## src/rtl/dmem_arbiter_if.sv

```systemverilog
// Bus bundle between the two data-memory requesters (CPU, host), the arbiter
// and the single-port data memory. The arbiter connects through the slave modport.
interface dmem_arbiter_if #(
  parameter int ADDR_W = 8,
  parameter int DATA_W = 8
);
  logic              cpu_req;
  logic              cpu_we;
  logic [ADDR_W-1:0] cpu_addr;
  logic [DATA_W-1:0] cpu_wdata;
  logic              cpu_gnt;
  logic              cpu_stall;
  logic              cpu_rvalid;
  logic [DATA_W-1:0] cpu_rdata;

  logic              host_req;
  logic              host_we;
  logic [ADDR_W-1:0] host_addr;
  logic [DATA_W-1:0] host_wdata;
  logic              host_gnt;
  logic              host_rvalid;
  logic [DATA_W-1:0] host_rdata;

  logic              mem_re;
  logic              mem_we;
  logic [ADDR_W-1:0] mem_addr;
  logic [DATA_W-1:0] mem_wdata;
  logic [DATA_W-1:0] mem_rdata;

  modport slave (
    input  cpu_req, cpu_we, cpu_addr, cpu_wdata,
    output cpu_gnt, cpu_stall, cpu_rvalid, cpu_rdata,
    input  host_req, host_we, host_addr, host_wdata,
    output host_gnt, host_rvalid, host_rdata,
    output mem_re, mem_we, mem_addr, mem_wdata,
    input  mem_rdata
  );

  modport master (
    output cpu_req, cpu_we, cpu_addr, cpu_wdata,
    input  cpu_gnt, cpu_stall, cpu_rvalid, cpu_rdata,
    output host_req, host_we, host_addr, host_wdata,
    input  host_gnt, host_rvalid, host_rdata,
    input  mem_re, mem_we, mem_addr, mem_wdata,
    output mem_rdata
  );
endinterface

```

## src/rtl/dmem_arbiter.sv

```systemverilog
// Two-port arbiter for the single-port data memory: CPU has priority, the host
// is guaranteed a slot after MAX_WAIT consecutive denials. Read data returns one cycle after grant.
module dmem_arbiter #(
  parameter int ADDR_W   = 8,
  parameter int DATA_W   = 8,
  parameter int MAX_WAIT = 3
) (
  input  logic           clk,
  input  logic           rst_n,
  dmem_arbiter_if.slave  bus
);

  localparam logic [3:0] MaxWaitCnt = 4'(MAX_WAIT);

  logic              host_turn;
  logic              cpu_gnt;
  logic              host_gnt;

  logic [3:0]        wait_cnt_q,    wait_cnt_d;
  logic              cpu_rvalid_q,  cpu_rvalid_d;
  logic              host_rvalid_q, host_rvalid_d;
  logic [DATA_W-1:0] cpu_rdata_q,   cpu_rdata_d;
  logic [DATA_W-1:0] host_rdata_q,  host_rdata_d;

  // Grant stage: host wins when alone or once it has been starved MAX_WAIT cycles.
  always_comb begin
    host_turn = bus.host_req & (~bus.cpu_req | (wait_cnt_q == MaxWaitCnt));
    cpu_gnt   = rst_n & bus.cpu_req & ~host_turn;
    host_gnt  = rst_n & host_turn;
  end

  assign bus.cpu_gnt   = cpu_gnt;
  assign bus.host_gnt  = host_gnt;
  assign bus.cpu_stall = bus.cpu_req & ~cpu_gnt;

  always_comb begin
    bus.mem_re    = 1'b0;
    bus.mem_we    = 1'b0;
    bus.mem_addr  = '0;
    bus.mem_wdata = '0;
    if (cpu_gnt) begin
      bus.mem_re    = ~bus.cpu_we;
      bus.mem_we    = bus.cpu_we;
      bus.mem_addr  = bus.cpu_addr;
      bus.mem_wdata = bus.cpu_wdata;
    end else if (host_gnt) begin
      bus.mem_re    = ~bus.host_we;
      bus.mem_we    = bus.host_we;
      bus.mem_addr  = bus.host_addr;
      bus.mem_wdata = bus.host_wdata;
    end
  end

  always_comb begin
    wait_cnt_d = wait_cnt_q;
    if (!bus.host_req || host_gnt) begin
      wait_cnt_d = '0;
    end else if (wait_cnt_q < MaxWaitCnt) begin
      wait_cnt_d = wait_cnt_q + 4'd1;
    end
  end

  // Response stage: capture read data into the granted port's register.
  always_comb begin
    cpu_rvalid_d  = cpu_gnt & ~bus.cpu_we;
    host_rvalid_d = host_gnt & ~bus.host_we;
    cpu_rdata_d   = cpu_rvalid_d  ? bus.mem_rdata : cpu_rdata_q;
    host_rdata_d  = host_rvalid_d ? bus.mem_rdata : host_rdata_q;
  end

  always_ff @(posedge clk) begin
    if (!rst_n) begin
      wait_cnt_q    <= '0;
      cpu_rvalid_q  <= 1'b0;
      host_rvalid_q <= 1'b0;
      cpu_rdata_q   <= '0;
      host_rdata_q  <= '0;
    end else begin
      wait_cnt_q    <= wait_cnt_d;
      cpu_rvalid_q  <= cpu_rvalid_d;
      host_rvalid_q <= host_rvalid_d;
      cpu_rdata_q   <= cpu_rdata_d;
      host_rdata_q  <= host_rdata_d;
    end
  end

  assign bus.cpu_rvalid  = cpu_rvalid_q;
  assign bus.cpu_rdata   = cpu_rdata_q;
  assign bus.host_rvalid = host_rvalid_q;
  assign bus.host_rdata  = host_rdata_q;

endmodule
```

## src/flat_wrapper.sv

```systemverilog
// flat-port wrapper written by rule: the top's interface ports become plain ports
module dmem_arbiter_flat 
#(
  parameter int ADDR_W   = 8,
  parameter int DATA_W   = 8,
  parameter int MAX_WAIT = 3
)
  (clk, rst_n, bus_cpu_req, bus_cpu_we, bus_cpu_addr, bus_cpu_wdata, bus_cpu_gnt, bus_cpu_stall, bus_cpu_rvalid, bus_cpu_rdata, bus_host_req, bus_host_we, bus_host_addr, bus_host_wdata, bus_host_gnt, bus_host_rvalid, bus_host_rdata, bus_mem_re, bus_mem_we, bus_mem_addr, bus_mem_wdata, bus_mem_rdata);
  dmem_arbiter_if #(.ADDR_W(ADDR_W), .DATA_W(DATA_W)) bus_i ();
  input  logic clk;
  input  logic rst_n;
  input wire logic [$bits(bus_i.cpu_req)-1:0] bus_cpu_req;
  input wire logic [$bits(bus_i.cpu_we)-1:0] bus_cpu_we;
  input wire logic [$bits(bus_i.cpu_addr)-1:0] bus_cpu_addr;
  input wire logic [$bits(bus_i.cpu_wdata)-1:0] bus_cpu_wdata;
  output wire logic [$bits(bus_i.cpu_gnt)-1:0] bus_cpu_gnt;
  output wire logic [$bits(bus_i.cpu_stall)-1:0] bus_cpu_stall;
  output wire logic [$bits(bus_i.cpu_rvalid)-1:0] bus_cpu_rvalid;
  output wire logic [$bits(bus_i.cpu_rdata)-1:0] bus_cpu_rdata;
  input wire logic [$bits(bus_i.host_req)-1:0] bus_host_req;
  input wire logic [$bits(bus_i.host_we)-1:0] bus_host_we;
  input wire logic [$bits(bus_i.host_addr)-1:0] bus_host_addr;
  input wire logic [$bits(bus_i.host_wdata)-1:0] bus_host_wdata;
  output wire logic [$bits(bus_i.host_gnt)-1:0] bus_host_gnt;
  output wire logic [$bits(bus_i.host_rvalid)-1:0] bus_host_rvalid;
  output wire logic [$bits(bus_i.host_rdata)-1:0] bus_host_rdata;
  output wire logic [$bits(bus_i.mem_re)-1:0] bus_mem_re;
  output wire logic [$bits(bus_i.mem_we)-1:0] bus_mem_we;
  output wire logic [$bits(bus_i.mem_addr)-1:0] bus_mem_addr;
  output wire logic [$bits(bus_i.mem_wdata)-1:0] bus_mem_wdata;
  input wire logic [$bits(bus_i.mem_rdata)-1:0] bus_mem_rdata;
  assign bus_i.cpu_req = bus_cpu_req;
  assign bus_i.cpu_we = bus_cpu_we;
  assign bus_i.cpu_addr = bus_cpu_addr;
  assign bus_i.cpu_wdata = bus_cpu_wdata;
  assign bus_cpu_gnt = bus_i.cpu_gnt;
  assign bus_cpu_stall = bus_i.cpu_stall;
  assign bus_cpu_rvalid = bus_i.cpu_rvalid;
  assign bus_cpu_rdata = bus_i.cpu_rdata;
  assign bus_i.host_req = bus_host_req;
  assign bus_i.host_we = bus_host_we;
  assign bus_i.host_addr = bus_host_addr;
  assign bus_i.host_wdata = bus_host_wdata;
  assign bus_host_gnt = bus_i.host_gnt;
  assign bus_host_rvalid = bus_i.host_rvalid;
  assign bus_host_rdata = bus_i.host_rdata;
  assign bus_mem_re = bus_i.mem_re;
  assign bus_mem_we = bus_i.mem_we;
  assign bus_mem_addr = bus_i.mem_addr;
  assign bus_mem_wdata = bus_i.mem_wdata;
  assign bus_i.mem_rdata = bus_mem_rdata;
  dmem_arbiter #(.ADDR_W(ADDR_W), .DATA_W(DATA_W), .MAX_WAIT(MAX_WAIT)) u_core (.clk(clk), .rst_n(rst_n), .bus(bus_i));
endmodule
```

## config.mk

```make
export PLATFORM = sky130hd
export DESIGN_NAME = dmem_arbiter_flat
export DESIGN_NICKNAME = d
export VERILOG_FILES = /design/src/rtl/dmem_arbiter_if.sv /design/src/rtl/dmem_arbiter.sv /design/src/flat_wrapper.sv
export SDC_FILE = /design/constraint.sdc
export NUM_CORES = 1
export LEC_CHECK = 0
export CORE_ASPECT_RATIO = 1.5
export CORE_MARGIN = 3
export CORE_UTILIZATION = 32
export DETAILED_ROUTE_END_ITERATION = 7
export PLACE_DENSITY = 0.9
export SETUP_SLACK_MARGIN = 0.1
export SLEW_MARGIN = 30
export SYNTH_ARGS = -nofsm -noshare
export SYNTH_HDL_FRONTEND = slang
export SYNTH_SLANG_ARGS = --single-unit
```

## constraint.sdc

```tcl
create_clock -name clk -period 2.4 [get_ports clk]
set_input_delay 0.48 -clock clk [delete_from_list [all_inputs] [get_ports clk]]
set_output_delay 0.48 -clock clk [all_outputs]
set_load 0.03 [all_outputs]
```

==> run summary, run 1 <==
- Detailed Route WL: 3.755 mm
- type of the most critical hold path: reg -> reg
- Leak: 0.0008388 uW
- worst path arrival time: 1820 ps
- max-cap viol count: 0
- instance count of the mapped netlist: 107
- TNS Setup: 0 ps
- total of fill cells in the finished design: 232
- type of element capturing the critical path: output pin
- die area: 3966 um^2
- Post-Synthesis Mean Instance Area: 9.670 um^2
- Setup Viol. Count Final: 0
- horizontal die dimension: 52.43 um
- fin crit share: 0.9600
- headroom to the max-slew limit: 0.7639
- post-cts hold buffer count: 0
- post-route antenna net violation count: 0
- detailed-route DRC error count: 0
- top-area cell type share of the netlist area: 0.4256
- drt pass-1 iters: 4
- final std cells w/o fill: 239
- area used by multi-input combinational logic: 570.5 um^2
- cell type with the highest aggregate area in the netlist: sky130_fd_sc_hd__dfxtp_1
- number of distinct library cells after synthesis: 20
- worst setup path class: in -> out
- highest net fanout along the worst path: 9
- later-pin clock latency in the skew report: 260 ps
- net count after synthesis: 154
- weighted congestion reported at the end of routability-driven placement: 0.7147
- Worst-path clk slew: 70 ps
- H-Tree Depth: 1
- pin count of the biggest net entering global routing: 25
- 1st-iter DRT viols: 24
- net total in the final layout: 248
- total CTS buffers: 3
- Setup Slack @ Placement: 90.13 ps
- worst-margin pin slew: 351.4 ps
- launching point of the worst reg2reg path: u_core.wait_cnt_q[1]$_SDFFE_PP0N_
- setup slack of the critical path after layout: 96.01 ps
- sequential cell area: 442.9 um^2
- # clock sinks: 22
- placeable core region: 3003 um^2
- achievable frequency: 0.4340 GHz
- worst path required time: 1920 ps
- total power divided by cell area: 436.6 nW/um^2
- wire length of the first global-routing pass: 5.692 mm
- beginning of the critical path: bus_cpu_req
- hold_sp: u_core.bus.cpu_rdata[4]$_SDFFE_PN0P_
- vias in the first global route: 1251
- final critical path time including I/O delays and setup: 2304 ps
- clock tree from TritonCTS: yes
- num rows: 24
- Antenna diodes: 0
- Final Hold Vio Count: 0
- fraction of layout cells with a size suffix above 1: 0.2300
- register area share after synthesis: 0.4256
- via count: 1178
- layout-stage area growth over the synthesis result: 103.9%
- overall overflow remaining after global route: 0
- number of buffers on the longest clock path: 2
- Final Max Tran Viols: 0
- detailed placer's ending HPWL: 2.814 mm
- Critical Path Start Type: input port
- synthesis-stage register bit count: 22
- count of buffers from port buffering: 84
- clock root buffer: sky130_fd_sc_hd__clkbuf_8
- Via density: 4.929
- Routed WL per cell: 15.71 um
- Synth Cell Area: 1035 um^2
- effective utilization at floorplan: 0.3446
- die height: 75.65 um
- post-route clock skew: 1.693 ps
- Top Ports: 85
- Total GRT Usage: 0.1902
- number of cells in the design after placement: 229
- run status: finished, final reports clean
- cells taking the most area after synthesis: sky130_fd_sc_hd__dfxtp_1, sky130_fd_sc_hd__mux2i_1, sky130_fd_sc_hd__a22o_1
- Syn. warnings: 0
- initial antenna violation count: 0
- largest voltage drop on the vdd net: 0.4368 mV
- unrepaired setup endpoints after global routing: yes
-- area by class of cell --
class / instances / share of cell area
Inverter: 2 / 0.003559
Multi-Input combinational cell: 76 / 0.2705
Tap cell: 39 / 0.02313
Timing Repair Buffer: 96 / 0.4668
Sequential cell: 22 / 0.2100
Clock buffer: 4 / 0.02610
-- Yosys cell counts --
cell type,count
sky130_fd_sc_hd__inv_1,2
sky130_fd_sc_hd__nor2b_1,1
sky130_fd_sc_hd__or3b_4,1
sky130_fd_sc_hd__a21oi_4,1
sky130_fd_sc_hd__ha_1,1
sky130_fd_sc_hd__nor3_1,1
sky130_fd_sc_hd__a31oi_2,1
sky130_fd_sc_hd__nand2_1,26
sky130_fd_sc_hd__a211oi_2,1
sky130_fd_sc_hd__buf_6,2
sky130_fd_sc_hd__nand4_1,1
sky130_fd_sc_hd__dfxtp_1,22
sky130_fd_sc_hd__a22o_1,17
sky130_fd_sc_hd__or2_1,1
sky130_fd_sc_hd__a311oi_1,1
sky130_fd_sc_hd__buf_2,3
sky130_fd_sc_hd__clkbuf_1,2
sky130_fd_sc_hd__nor2_1,5
sky130_fd_sc_hd__xnor2_1,1
sky130_fd_sc_hd__mux2i_1,17
-- layout by cell type, fill, tap and decap left out, types with 2 or more instances in the layout --
cell type,instances
sky130_fd_sc_hd__a22o_1,17
sky130_fd_sc_hd__mux2i_1,17
sky130_fd_sc_hd__buf_6,17
sky130_fd_sc_hd__dfxtp_1,20
sky130_fd_sc_hd__dfxtp_2,2
sky130_fd_sc_hd__inv_1,2
sky130_fd_sc_hd__nor2_1,5
sky130_fd_sc_hd__buf_12,2
sky130_fd_sc_hd__dlygate4sd2_1,2
sky130_fd_sc_hd__clkdlybuf4s50_1,61
sky130_fd_sc_hd__buf_4,13
sky130_fd_sc_hd__clkbuf_8,4
sky130_fd_sc_hd__nand2_1,25
-- where the power goes --
part	switching, uW	internal (uW)
Sequential	5.15	375
Clock	112	146
Combinational	130	153
-- through the flow --
step	total power (uW)	area [um^2]	utilization	hold slack, ps
6_report	921.0	2110	0.7025	459.9
5_1_grt	952.9	2110	0.7025	488.3
4_1_cts	921.8	2076	0.6913	458.4
3_5_place_dp	647.6	1903	0.6338	449.1
3_3_place_gp	642.5	1903	0.6338	442.3
2_1_floorplan	503.4	1035	-	434.9
-- worst max-delay path, stage by stage --
cell and delay [ps]:
sky130_fd_sc_hd__clkdlybuf4s50_1 480, sky130_fd_sc_hd__buf_4 150, sky130_fd_sc_hd__a21oi_4 60, sky130_fd_sc_hd__buf_4 130
sky130_fd_sc_hd__buf_12 130, sky130_fd_sc_hd__a22o_1 230, sky130_fd_sc_hd__buf_4 170
-- worst paths after layout --
kind,end,slack (ps),cells past startpoint
worst min-delay path,u_core.bus.cpu_rdata[4]$_SDFFE_PN0P_,460,2
worst max-delay path,bus_mem_addr[4],100,7
worst max register to register,u_core.bus.host_rdata[4]$_SDFFE_PN0P_,640,6
worst min register to register,u_core.bus.cpu_rdata[4]$_SDFFE_PN0P_,460,2
-- sequential cells by signal (all words and copies together), names as in the netlist --
signal and flops:
u_core.bus.cpu_rdata 8, u_core.bus.host_rdata 8, u_core.wait_cnt_q 4, u_core.bus.cpu_rvalid 1, u_core.bus.host_rvalid 1
-- what timing repair did --
item	in CTS	in global routing
buffers inserted	5	0
setup endpoints to repair	19	18
gates resized for setup	18	8
pin swaps	4	1
cloned	1	0
-- cells by family after synthesis --
kind of cell | after synthesis | synth area share
mux | 17 | 0.1644
buf+inv | 9 | 0.05079
compound gates | 21 | 0.1923
flops | 22 | 0.4256
simple gates | 36 | 0.1463
fa+ha+maj | 1 | 0.01209
xor+xnor | 1 | 0.008466
-- routing by layer --
layer | up-vias | GRT usage | routed length [um]
li1 | 566 | - | -
met1 | 520 | 0.1701 | 1287
met2 | 86 | 0.3633 | 1788
met3 | 6 | 0.09393 | 645
met4 | 0 | 0.05966 | 33
met5 | - | 0 | 0
Power figures use the tool's default switching activity.
==> run 2: changes to the inputs <==
- CAP_MARGIN: unset -> 30
- CORE_UTILIZATION: 32 -> 34
- PLACE_DENSITY: 0.9 -> 0.95
- clock period: 2.4 -> 2.8 ns (I/O delays scaled with it)
==> run summary, run 2 (synthesis results as in run 1) <==
- run status: finished, final reports clean
- total power divided by cell area: 376.5 nW/um^2
- achievable frequency: 0.3812 GHz
- Pwr Total: 746.2 uW
- most common library cell in the layout ignoring fill and taps: sky130_fd_sc_hd__clkdlybuf4s50_1
- 1st-iter DRT viols: 10
- via count: 1149
- weighted congestion reported at the end of routability-driven placement: 0.7302
- Final Max Tran Viols: 0
- area used by multi-input combinational logic: 548.0 um^2
- CTS-repair resized insts: 0
- Via density: 4.996
- final critical path time including I/O delays and setup: 2623 ps
- num rows: 23
- worst stage delay on the critical path: 600 ps
- post-route clock skew: 5.693 ps
- Reg2Reg Capture Point: u_core.bus.host_rdata[5]$_SDFFE_PN0P_
- post-cts hold buffer count: 0
- CP cell instances: clkdlybuf4s50_1, nand2_1, a31oi_2, nor2b_1, clkdlybuf4s50_1
- Detailed Route WL: 3.604 mm
- detailed placer's ending HPWL: 2.935 mm
- commonest cells after routing, fill and taps aside: sky130_fd_sc_hd__clkdlybuf4s50_1, sky130_fd_sc_hd__nand2_1, sky130_fd_sc_hd__dfxtp_1, sky130_fd_sc_hd__buf_4
- Antenna diodes: 0
- setup slack of the critical path after layout: 177.0 ps
- clock tree from TritonCTS: yes
- worst setup path class: in -> out
- number of buffers inserted to repair setup after CTS: 1
- final std cells w/o fill: 230
- sequential cell area: 440.4 um^2
- # clock sinks: 22
- Worst-path clk slew: 70 ps
- worst reg2reg path depth: 5
- fraction of layout cells with a size suffix above 1: 0.1762
- number of cells in the design after placement: 226
- net total in the final layout: 242
- type of element capturing the critical path: output pin
- count of buffers from port buffering: 84
- worst path required time: 2240 ps
- Total GRT Usage: 0.2060
- layout-stage area growth over the synthesis result: 91.54%
- effective utilization at floorplan: 0.3707
- most frequent CP cell: sky130_fd_sc_hd__clkdlybuf4s50_1
- worst-margin pin slew: 398.1 ps
- horizontal die dimension: 51.05 um
- die height: 73.57 um
- total CTS buffers: 3
- Setup Slack @ Placement: 152.7 ps
- placeable core region: 2791 um^2
- Critical Path Start Type: input port
- Leak: 0.0007860 uW
- reg2reg setup slack: 930 ps
- max-cap viol count: 0
- fin crit share: 0.9368
- detailed-route DRC error count: 0
- TNS Setup: 0 ps
- H-Tree Depth: 1
- total of fill cells in the finished design: 198
- hold depth: 2
- worst path arrival time: 2060 ps
- drt pass-1 iters: 3
- end-of-flow core utilization: 0.7100
- kind of cell adding the most delay to the critical path: buffers and inverters
- clock root buffer: sky130_fd_sc_hd__clkbuf_8
- vias in the first global route: 1243
- launching point of the worst reg2reg path: u_core.wait_cnt_q[0]$_SDFFE_PP0N_
- Setup Viol. Count Final: 0
- later-pin clock latency in the skew report: 260 ps
- wire length of the first global-routing pass: 5.816 mm
- headroom to the max-slew limit: 0.7326
- Final Hold Vio Count: 0
- die area: 3755 um^2
- largest voltage drop on the vdd net: 0.4010 mV
- post-route antenna net violation count: 0
- overall overflow remaining after global route: 0
- initial antenna violation count: 0
- pin count of the biggest net entering global routing: 25
- number of buffers on the longest clock path: 2
- Slowest cell on crit path: sky130_fd_sc_hd__clkdlybuf4s50_1
- hold_sp: u_core.bus.cpu_rdata[5]$_SDFFE_PN0P_
- highest net fanout along the worst path: 4
- Top Ports: 85
- unrepaired setup endpoints after global routing: no
- type of the most critical hold path: reg -> reg
- count of buffer and inverter cells on the critical path: 2
- Routed WL per cell: 15.67 um
- endpoint with the worst hold slack: u_core.bus.cpu_rdata[5]$_SDFFE_PN0P_
[run 2: area by class of cell]
class,count,area share
Timing Repair Buffer,90,0.4533
Multi-Input combinational cell,76,0.2765
Sequential cell,22,0.2222
Tap cell,37,0.02336
Clock buffer,3,0.02083
Inverter,2,0.003788
[run 2: worst max-delay path by stage]
stage	from	to	slack, ps	depth (start not counted)
after CTS	rst_n	bus_cpu_stall	180	5
after floorplan	rst_n	bus_mem_addr[5]	440	5
after global placement	bus_host_req	bus_cpu_stall	210	4
final	rst_n	bus_cpu_stall	180	5
after detailed placement	bus_host_req	bus_mem_we	150	5
after global routing	bus_host_req	bus_cpu_stall	110	4
[run 2: metal layers]
metal / share of wire / global-route usage
met1: 0.33 / 0.1830
met2: 0.46 / 0.3673
met3: 0.19 / 0.1278
met4: 0.017 / 0.08084
met5: 0 / 0
[run 2: report_power, final]
group | switching, uW | internal [uW]
registers | 4.07 | 321
clock network | 93.6 | 95.9
logic | 107 | 124
[run 2: per-stage QoR]
stage	instance area, um^2	hold slack (ps)
detailed placement	1921	451.5
floorplan	1035	434.9
finish	1982	459.4
CTS	1982	461.6
global route	1982	477.7
global placement	1921	442.5
[run 2: worst register-to-register path, stage by stage (launching register included)]
cell and delay, ps:
sky130_fd_sc_hd__dfxtp_1 350, sky130_fd_sc_hd__ha_1 250, sky130_fd_sc_hd__or3b_4 440, sky130_fd_sc_hd__a211oi_2 280, sky130_fd_sc_hd__buf_4 250, sky130_fd_sc_hd__mux2i_1 220
==> variant: new RTL, config.mk and constraints of run 1 <==
`ADDR_W` is set to 8 in 3 places; all go to 9.
--- a/src/rtl/dmem_arbiter_if.sv
+++ b/src/rtl/dmem_arbiter_if.sv
@@ -2,5 +2,5 @@
 // and the single-port data memory. The arbiter connects through the slave modport.
 interface dmem_arbiter_if #(
-  parameter int ADDR_W = 8,
+  parameter int ADDR_W = 9,
   parameter int DATA_W = 8
 );
--- a/src/rtl/dmem_arbiter.sv
+++ b/src/rtl/dmem_arbiter.sv
@@ -2,5 +2,5 @@
 // is guaranteed a slot after MAX_WAIT consecutive denials. Read data returns one cycle after grant.
 module dmem_arbiter #(
-  parameter int ADDR_W   = 8,
+  parameter int ADDR_W   = 9,
   parameter int DATA_W   = 8,
   parameter int MAX_WAIT = 3
--- a/src/flat_wrapper.sv
+++ b/src/flat_wrapper.sv
@@ -2,5 +2,5 @@
 module dmem_arbiter_flat 
 #(
-  parameter int ADDR_W   = 8,
+  parameter int ADDR_W   = 9,
   parameter int DATA_W   = 8,
   parameter int MAX_WAIT = 3
Ports: changed (resized bus_cpu_addr, bus_host_addr and bus_mem_addr); port bits go from 85 to 88. No check against the original RTL was run, so the function may have changed too.
==> variant against run 1 <==
  * The flow now finishes with violations (setup timing)
  * Power is 4.7% higher
  * Register-to-register slack got worse by 20 ps
  * Sequential cell count did not move
  * Area after synthesis grew 2.5%
  * Cell area up 11%
  * Setup slack lost 120 ps
  * Combinational power grew 17%
  * Utilization rose by 3.7 points
  * Via count rose by 7.8%
  * Routed wire length grew 24%
  * Clock skew about the same
  * Count of clock-buffer cells in the layout did not move
  * First-iteration DRC count shrank 13%
==> variant: results <==
export IMPL_first_iter_violations=21
export IMPL_irDropWorstVdd_uv=554.1
export IMPL_power_density_nw_per_um2=413.2
export IMPL_tns_ps=-70.19
export IMPL_placement_cell_area_um2=1943
export IMPL_crit_end="bus_mem_wdata[2]"
export IMPL_synth_seq_area_share_pct=41.51
export IMPL_layout_setup_ws_ps=-21.03
export IMPL_num_vias=1270
export IMPL_grt_total_usage_pct=18.10
export IMPL_gp_congestion=0.7252
export IMPL_synth_adder_area_share_pct=1.179
export IMPL_nets=258
export IMPL_cp_max_fo=5
export IMPL_grt_pass1_vias=1180
export IMPL_setup_violations=8
export IMPL_cts_resized=17
export IMPL_relSlewSlack_pct=76.97
export IMPL_min_delay_start="u_core.bus.cpu_rdata[2]$_SDFFE_PN0P_"
export IMPL_synth_xor_area_share_pct=0.8255
export IMPL_leakagePower_nw=0.9588
export IMPL_syn_nets=158
export IMPL_synth_compound_area_share_pct=20.99
export IMPL_status="complete, but fails checks"
export IMPL_yosys_top_cells_area="dfxtp_1 (42%), a22o_2 (16%), mux2i_1 (16%)"
export IMPL_muxShareOfSynthArea_pct=16.04
export IMPL_r2r_slack_ps=620
export IMPL_synth_cell_type_count=21
export IMPL_violations="setup timing"
export IMPL_min_to="u_core.bus.cpu_rdata[2]$_SDFFE_PN0P_"
export IMPL_reg2reg_to="u_core.bus.host_rdata[5]$_SDFFE_PN0P_"
export IMPL_crit_start="bus_host_req"
export IMPL_drive_above_1_share_pct=33.17
export IMPL_power_frac_seq_pct=39.4
export IMPL_use_met1_pct=18.43
export IMPL_io_buffers=87
export IMPL_cp_arrival_ps=1940
export IMPL_pre_cts_ws_ps=99.88
[variant: per-stage QoR]
stage / instances / hold WS (ps)
global route: 248 / 485.5
finish: 248 / 457.9
detailed placement: 234 / 447.8
floorplan: 109 / 434.9
CTS: 244 / 462.0
global placement: 234 / 441.4
[variant: metal layers]
layer / vias to the layer above / routed length (um) / share of wire (%)
met1: 603 / 1635 / 35
met5: - / 0 / 0
met4: 0 / 152 / 3.3
met2: 64 / 2414 / 52
li1: 589 / - / -
met3: 14 / 459 / 9.8
[variant: final cells by class]
cell class / instances / area [um^2] / share of cell area [%]
flip-flops and latches: 22 / 442.9 / 18.97
well taps: 40 / 50.05 / 2.144
inverters: 2 / 7.507 / 0.3215
clock buffers: 4 / 55.05 / 2.358
repair buffers: 103 / 1089 / 46.62
multi-input cells: 77 / 690.7 / 29.58
[variant: worst max-delay path, stage by stage]
cell and delay, ps:
clkdlybuf4s50_1 590, nand2_2 130, a21oi_4 180, buf_6 150, buf_16 110, a22o_1 160
buf_6 140
